### src/rtl/demux1_4_router.sv
// demux1_4_router: routes one input word to one of four channels, or to all
// four in broadcast mode. Each channel has a 1-entry holding register.
// in_ready is combinational from the channel occupancy.
// Data reaches out_dataN only through the registers.
module demux1_4_router #(
    parameter int WIDTH = 8
) (
    input  logic             clk,
    input  logic             rst,
    input  logic [WIDTH-1:0] in_data,
    input  logic [1:0]       in_sel,
    input  logic             in_bcast,
    input  logic             in_valid,
    output logic             in_ready,
    output logic [WIDTH-1:0] out_data0,
    output logic [WIDTH-1:0] out_data1,
    output logic [WIDTH-1:0] out_data2,
    output logic [WIDTH-1:0] out_data3,
    output logic [3:0]       out_valid,
    input  logic [3:0]       out_ready,
    output logic [7:0]       xfer_count
);

    logic [WIDTH-1:0] data_q [4];
    logic [WIDTH-1:0] data_d [4];
    logic [3:0]       valid_q;
    logic [3:0]       valid_d;
    logic [7:0]       count_q;
    logic [7:0]       count_d;

    logic [3:0]       free;
    logic [3:0]       load;
    logic             accept;

    // A channel is free when it is empty or is being drained this cycle.
    always_comb begin
        free = ~valid_q | out_ready;
        if (in_bcast) begin
            in_ready = &free;
        end else begin
            in_ready = free[in_sel];
        end
        accept = in_valid && in_ready;
        load   = 4'b0000;
        if (accept) begin
            if (in_bcast) begin
                load = 4'b1111;
            end else begin
                load[in_sel] = 1'b1;
            end
        end
    end

    // A load wins over a same-cycle drain, so a channel can pass one word per cycle.
    always_comb begin
        for (int n = 0; n < 4; n++) begin
            data_d[n]  = data_q[n];
            valid_d[n] = valid_q[n];
            if (load[n]) begin
                data_d[n]  = in_data;
                valid_d[n] = 1'b1;
            end else if (valid_q[n] && out_ready[n]) begin
                valid_d[n] = 1'b0;
            end
        end
        count_d = accept ? count_q + 8'd1 : count_q;
    end

    // Channel registers and transfer counter. Reset clears them immediately.
    always_ff @(posedge clk or posedge rst) begin
        if (rst) begin
            for (int n = 0; n < 4; n++) begin
                data_q[n] <= '0;
            end
            valid_q <= 4'b0000;
            count_q <= 8'd0;
        end else begin
            for (int n = 0; n < 4; n++) begin
                data_q[n] <= data_d[n];
            end
            valid_q <= valid_d;
            count_q <= count_d;
        end
    end

    // Outputs come straight from the registers.
    always_comb begin
        out_data0  = data_q[0];
        out_data1  = data_q[1];
        out_data2  = data_q[2];
        out_data3  = data_q[3];
        out_valid  = valid_q;
        xfer_count = count_q;
    end

endmodule

### config.mk
export PLATFORM = sky130hd
export DESIGN_NAME = demux1_4_router
export DESIGN_NICKNAME = d
export VERILOG_FILES = /design/src/rtl/demux1_4_router.sv
export SDC_FILE = /design/constraint.sdc
export NUM_CORES = 1
export LEC_CHECK = 0
export BUFFER_PORTS_ARGS = -buffer_cell sky130_fd_sc_hd__buf_2
export CORE_MARGIN = 1
export CORE_UTILIZATION = 50
export DETAILED_ROUTE_END_ITERATION = 8
export GPL_TIMING_DRIVEN = 0
export HOLD_SLACK_MARGIN = 0.05
export PLACE_DENSITY = 0.84
export SLEW_MARGIN = 20
export SYNTH_ARGS = -nofsm -noshare
export SYNTH_HDL_FRONTEND = slang
export SYNTH_SLANG_ARGS = --single-unit
### constraint.sdc
create_clock -name clk -period 2.3 [get_ports clk]
set_input_delay 0.46 -clock clk [delete_from_list [all_inputs] [get_ports clk]]
set_output_delay 0.46 -clock clk [all_outputs]
set_load 0.02 [all_outputs]
==> results of run 1 <==
-- synthesized netlist by cell type --
cell       instances
dfrtp_1           44
mux2_2            31
xor2_1             7
inv_1              6
nand2b_1           5
a21o_1             4
a2111oi_0          3
a211oi_1           3
a21oi_1            3
a221oi_4           3
nand2_1            3
nand3_1            3
buf_2              2
mux2_1             2
nand4_1            2
a211oi_4           1
buf_4              1
clkinv_1           1
ha_1               1
nand4bb_1          1
nor3_1             1
o211ai_2           1
o21ba_2            1
o221ai_2           1
or2b_1             1
-- cell type report --
class | count | area [µm²] | share of cell area
timing repair buffer | 63 | 338 | 0.141
tap | 48 | 60.1 | 0.0251
sequential | 44 | 1100 | 0.461
buffer | 3 | 17.5 | 0.00733
inverter | 7 | 26.3 | 0.0110
multi-input combinational | 77 | 769 | 0.322
clock inverter | 1 | 5.00 | 0.00209
clock buffer | 6 | 72.6 | 0.0304
-- per-layer routing --
layer / up-vias / part of all wire / GRT usage
met2: 37 / 0.49 / 0.324
met3: 4 / 0.045 / 0.0625
li1: 614 / - / -
met5: - / 0 / 0
met4: 0 / 0.012 / 0.0767
met1: 641 / 0.45 / 0.274
-- power groups by stage --
stage	combinational (µW)	clock (µW)	sequential [µW]
2_1_floorplan	428	0	1610
3_3_place_gp	1170	0	1260
3_5_place_dp	1200	0	1270
4_1_cts	1210	453	1260
5_1_grt	1280	492	1300
6_report	1190	436	1260
-- flip-flops by register name, summed over array words and instances (netlist names) --
| signal | count |
|---|---|
| out_data0 | 8 |
| out_data1 | 8 |
| out_data2 | 8 |
| out_data3 | 8 |
| out_valid | 4 |
| xfer_count | 8 |
-- critical path, cell delays in order --
cell and delay, ns:
buf_2 0.13, o21ba_2 0.25, o221ai_2 0.31, buf_2 0.33
nor3_1 0.09, buf_2 0.16
-- per-stage QoR --
stage	instance area [µm²]	setup slack [ns]	hold slack, ns
after floorplan	1910	0.227	0.578
after global placement	2280	-0.00638	0.451
after detailed placement	2310	-0.0146	0.479
after CTS	2390	0.118	0.198
after global routing	2390	0.0235	0.226
final	2390	0.119	0.194
-- placed cells by master (no fill, tap or decap) --
cell type	netlist	final
inv_2	0	1
o221ai_2	1	1
a211oi_1	3	3
a21oi_1	3	3
nand4_1	2	2
nand4bb_1	1	1
buf_16	0	1
clkbuf_8	0	5
mux2_2	31	31
a2111oi_0	3	3
ha_1	1	1
buf_2	2	64
mux2_1	2	2
inv_1	6	5
a21o_1	4	4
or2b_1	1	1
xor2_1	7	7
o211ai_2	1	1
nor3_1	1	1
o21ba_2	1	1
buf_4	1	1
nand2b_1	5	5
clkinv_1	1	1
a211oi_4	1	1
nand2_1	3	3
dfrtp_1	44	44
a221oi_4	3	3
nand3_1	3	3
clkbuf_1	0	1
clkinv_2	0	1
-- cells by family after synthesis --
kind of cell,after synthesis,synth area share
buffers and inverters,10,0.0229
and+or+nand+nor,16,0.0490
adders and majority gates,1,0.00653
DFF,44,0.575
muxes,33,0.194
xor gates and xnor gates,7,0.0320
AOI/OAI and AO/OA,20,0.120
-- worst max path at each step --
| stage | endpoint | slack [ns] | cells after the start |
|---|---|---|---|
| after floorplan | in_ready | 0.23 | 4 |
| after global placement | out_data1[6] | -0.006 | 6 |
| after detailed placement | out_data1[5] | -0.01 | 6 |
| after CTS | in_ready | 0.12 | 6 |
| after global routing | in_ready | 0.02 | 6 |
| final | in_ready | 0.12 | 6 |
==> key figures, run 1 <==
Outcome
  • Status: completed

Logic synthesis
  • Unique masters post-synth: 25
  • Yosys top cell by area: dfrtp_1
  • Share of the synthesized area in the top cell type: 0.575
  • Post-synthesis sequential area ratio: 0.575
  • Top cells by area, synth: dfrtp_1 (58%), mux2_2 (18%), a221oi_4 (4.1%)
  • Yosys reg bits: 44
  • Syn_nets: 150
  • Yosys warns: 0
  • Synthesized cell area: between 1500 and 2000 µm²
  • Cell count after synthesis: around 130
  • Average cell area after synthesis: 14.6 µm²

Timing
  • Slew Viols, Final: 0
  • Count of final setup violators: 0
  • Slew HR: 0.587
  • Final Skew: 0.00508 ns
  • Crit path time final: roughly 2.2 ns
  • Unrepaired setup endpoints after global routing: false
  • Endpoints failing hold: 0
  • Period Utilization, post-route: 0.948
  • Least-Margin Pin Slew: 0.604 ns
  • Setup TNS: 0 ns
  • Fmax: 459 MHz

Clocking
  • Setup Buffers After CTS: 0
  • Htree depth: 2
  • Reg clk slew, reported paths: around 0.070 ns
  • # hold bufs at CTS: 0
  • CTS sink cnt: 44
  • Root buf cell: clkbuf_8
  • Clk buf depth: 2
  • Clk_lat worst skew: 0.29 ns
  • Resize count post-CTS: 0
  • TritonCTS Buffers: 5
  • CTS tree: done

GRT
  • GRT Util Overall: 0.208
  • Largest net degree at the start of global routing: 24
  • Initial antenna violation count: 0
  • First-pass GRT wire length: 6.27 mm
  • Grt total ovfl: 0
  • Vias in the first global route: 1288

Die
  • Initial Utilization: 0.523
  • Die ar.: approximately 4100 µm²
  • IO Pins: 63
  • Row count: 22
  • Die X: 63.9 µm
  • Core Region: 3660 µm²
  • Die Ht: 63.9 µm

Worst setup path
  • CP startpoint kind: primary input
  • Worst R2R End: out_data1[6]
  • CP max FO: 10
  • Crit path from: in_sel[0]
  • R2R setup slack: 0.22 ns
  • Worst Setup End Kind: output pin
  • Worst EP arrival: 1.72 ns
  • CP Data Required Time: 1.84 ns
  • RR Startpoint: out_valid[3]
  • R2R depth: 5
  • Crit Path Class: in -> out

Cells and area
  • Share of cells above drive strength 1: 0.552
  • Fillcell total: 306
  • Post-layout util: 0.653
  • P&R area growth vs syn: 24.8%
  • Diode count: 0
  • Net count, final: 220
  • Fin cells: about 250

Job
  • Max-cap violations: 0

Pwr
  • Peak supply drop: ~640 µV
  • Total power: 2890 µW
  • LEAKAGE: 0.00114 µW
  • Pwr Density: roughly 1200 nW/µm²
  • Sw Share: 0.393
  • Clock power share: 0.151
  • Proportion of power drawn by combinational gates: 0.413
  • P_sw: 1130 µW
  • Reg power frac: 0.435
  • Int Pwr: 1750 µW

Place
  • DP HPWL: 2.74 mm
  • Placed Cells incl. Taps: 242
  • GPL Wtd Cong: 0.748
  • IO Port Bufs: 62

Detailed routing
  • # DRC: 0
  • Vias per cell: 5.20
  • First-pass DRT Iterations: 4
  • Routed Antenna Nets: 0
  • WL final: 3.70 mm
  • Drt wl/cell: 14.9 µm
  • First DRT Iteration DRCs: 44
  • Vias: 1296

Min path
  • HP Class: in -> async
No activity file was read; power rests on OpenSTA's default activity.
==> inputs of run 2 (changes only) <==
- REMOVE_ABC_BUFFERS: not set -> 1
- TNS_END_PERCENT: not set -> 20
==> run 2 against run 1 <==
Net effect:
- critical path depth down 1
- global-route usage down 0.22 points
- fmax up 5.6%
- critical endpoint unchanged
- the flow now finishes with violations (DRC)
- worst setup slack better by 0.12 ns
- worst hold slack worse by 0.12 ns
- wire length up 7.7%
- flip-flop and latch count unchanged
- combinational power up 4%
- critical path type unchanged
- largest cell class unchanged
- final area up 3.3%
==> key figures, run 2 (same netlist as run 1, synthesis figures left out) <==
Outcome
  • Status: finished, violations left
  • Failing checks: DRC

Worst setup path
  • R2R setup slack: 0.35 ns (+0.13 ns)
  • Worst EP arrival: 1.61 ns (-0.11 ns)
  • CP Data Required Time: 1.84 ns (about the same)
  • CP max FO: 12 (+2)
  • Worst Setup End Kind: output pin
  • CP startpoint kind: primary input
  • Crit Path Class: in -> out

Timing
  • Slew Viols, Final: 0 (unchanged)
  • Count of final setup violators: 0 (unchanged)
  • Period Utilization, post-route: 0.898 (-0.0500)
  • Least-Margin Pin Slew: 0.717 ns (+0.113 ns)
  • Final setup margin: 0.234 ns (+0.115 ns)
  • Fmax: 484 MHz (+5.6%)
  • Slew HR: 0.521 (-0.0664)
  • Unrepaired setup endpoints after global routing: false
  • Final Skew: 0.00546 ns (+0.000384 ns)
  • Endpoints failing hold: 0 (unchanged)
  • Crit path time final: 2.07 ns (-0.115 ns)

Clocking
  • Htree depth: 2 (unchanged)
  • CTS sink cnt: 44 (unchanged)
  • Reg clk slew, reported paths: 0.08 ns (about the same)
  • Clk_lat worst skew: 0.29 ns (about the same)
  • CTS tree: done
  • Root buf cell: clkbuf_8
  • # hold bufs at CTS: 0 (unchanged)
  • TritonCTS Buffers: 5 (unchanged)
  • Clk buf depth: 2 (unchanged)

Detailed routing
  • # DRC: 1 (+1)
  • WL final: 3.99 mm (+7.7%)
  • Vias per cell: 5.36 (+3.0%)
  • Routed Antenna Nets: 0 (unchanged)
  • Vias: 1362 (+5.1%)
  • First DRT Iteration DRCs: 22 (-50%)
  • First-pass DRT Iterations: 6 (+2)
  • Drt wl/cell: 15.7 µm (+5.6%)

Cells and area
  • Share of cells above drive strength 1: 0.568 (+0.0157)
  • Commonest non-fill, non-tap cell in the layout: buf_2
  • P&R area growth vs syn: 29.0%
  • Post-layout util: 0.674 (+0.0215)
  • Commonest non-fill, non-tap cells in the layout: buf_2 (62), dfrtp_1 (44), mux2_2 (30)
  • Diode count: 0 (unchanged)
  • Net count, final: 225 (+2.3%)
  • Fin cells: 254 (+2.0%)

Place
  • IO Port Bufs: 62 (unchanged)
  • Placed Cells incl. Taps: 239 (-1.2%)
  • DP HPWL: 2.82 mm (+3.1%)
  • Setup WS pre-CTS: -0.355 ns (-0.341 ns)
  • GPL Wtd Cong: 0.833 (+11%)

Pwr
  • LEAKAGE: 0.00117 µW (+3.1%)
  • Pwr Density: 1200 nW/µm² (-0.75%)
  • Peak supply drop: 745 µV (+17%)
  • Total power: 2960 µW (+2.5%)

Die
  • IO Pins: 63 (unchanged)
  • Row count: 22 (unchanged)
  • Core Region: 3660 µm² (unchanged)
  • Die X: 63.9 µm (unchanged)
  • Die ar.: 4080 µm² (unchanged)
  • Initial Utilization: 0.523 (unchanged)
  • Die Ht: 63.9 µm (unchanged)

GRT
  • Grt total ovfl: 0 (unchanged)
  • Largest net degree at the start of global routing: 38 (+58%)
  • Vias in the first global route: 1359 (+5.5%)
  • GRT Util Overall: 0.206 (-0.00217)
  • First-pass GRT wire length: 6.31 mm (+0.54%)
  • Initial antenna violation count: 0 (unchanged)

Min path
  • HP Class: in -> async

Job
  • Max-cap violations: 0 (unchanged)
[run 2: final timing paths]
check | from | endpoint | depth (start not counted)
hold / removal | rst | xfer_count[4] | 2
min in group clk | in_data[1] | out_data2[1] | 2
max in group asynchronous | rst | out_valid[0] | 3
setup / recovery | in_sel[0] | in_ready | 5
hold reg to reg | xfer_count[7] | xfer_count[7] | 1
setup reg to reg | out_valid[1] | out_data3[4] | 5
[run 2: what timing repair did]
item	CTS	global route
endpoints found under the hold margin	0	0
buffers inserted	4	4
cloned	0	0
endpoints found under the setup margin	32	31
pin swaps	5	2
resized for setup	1	1
[run 2: per-layer routing]
layer  vias up  track usage  share of wire
met5         -            0              0
li1        627            -              -
met2        40        0.363           0.53
met4         0        0.105          0.024
met1       686        0.231           0.41
met3         9       0.0464          0.037
[run 2: layout make-up]
type,instances,area [µm²]
clock buffer,5,68.8
clock inverter,2,12.5
fill,287,1190
inverter,7,26.3
multi-input combinational,77,785
sequential,44,1100
tap,48,60.1
timing repair buffer,71,415
[run 2: report_power, final]
| part | leakage (µW) | total [µW] | switching (µW) | internal [µW] |
|---|---|---|---|---|
| Sequential | 0.000515 | 1270 | 207 | 1060 |
| Clock | 0.0000400 | 448 | 242 | 205 |
| Combinational | 0.000619 | 1240 | 722 | 522 |
| Total | 0.00117 | 2960 | 1170 | 1790 |
[run 2: worst max-delay path, stage by stage]
cell	delay [ns]
buf_2	0.12
o21ba_2	0.26
o221ai_4	0.46
nor3_1	0.12
buf_2	0.18
[run 2: per-stage QoR]
| stage | hold slack (ns) | TNS [ns] | cell area, µm² |
|---|---|---|---|
| 3_5_place_dp | 0.388 | -10.29 | 2290 |
| 5_1_grt | 0.0763 | 0 | 2470 |
| 6_report | 0.0727 | 0 | 2470 |
| 2_1_floorplan | 0.578 | 0 | 1900 |
| 4_1_cts | 0.0784 | -1.10 | 2400 |
| 3_3_place_gp | 0.452 | -8.27 | 2270 |
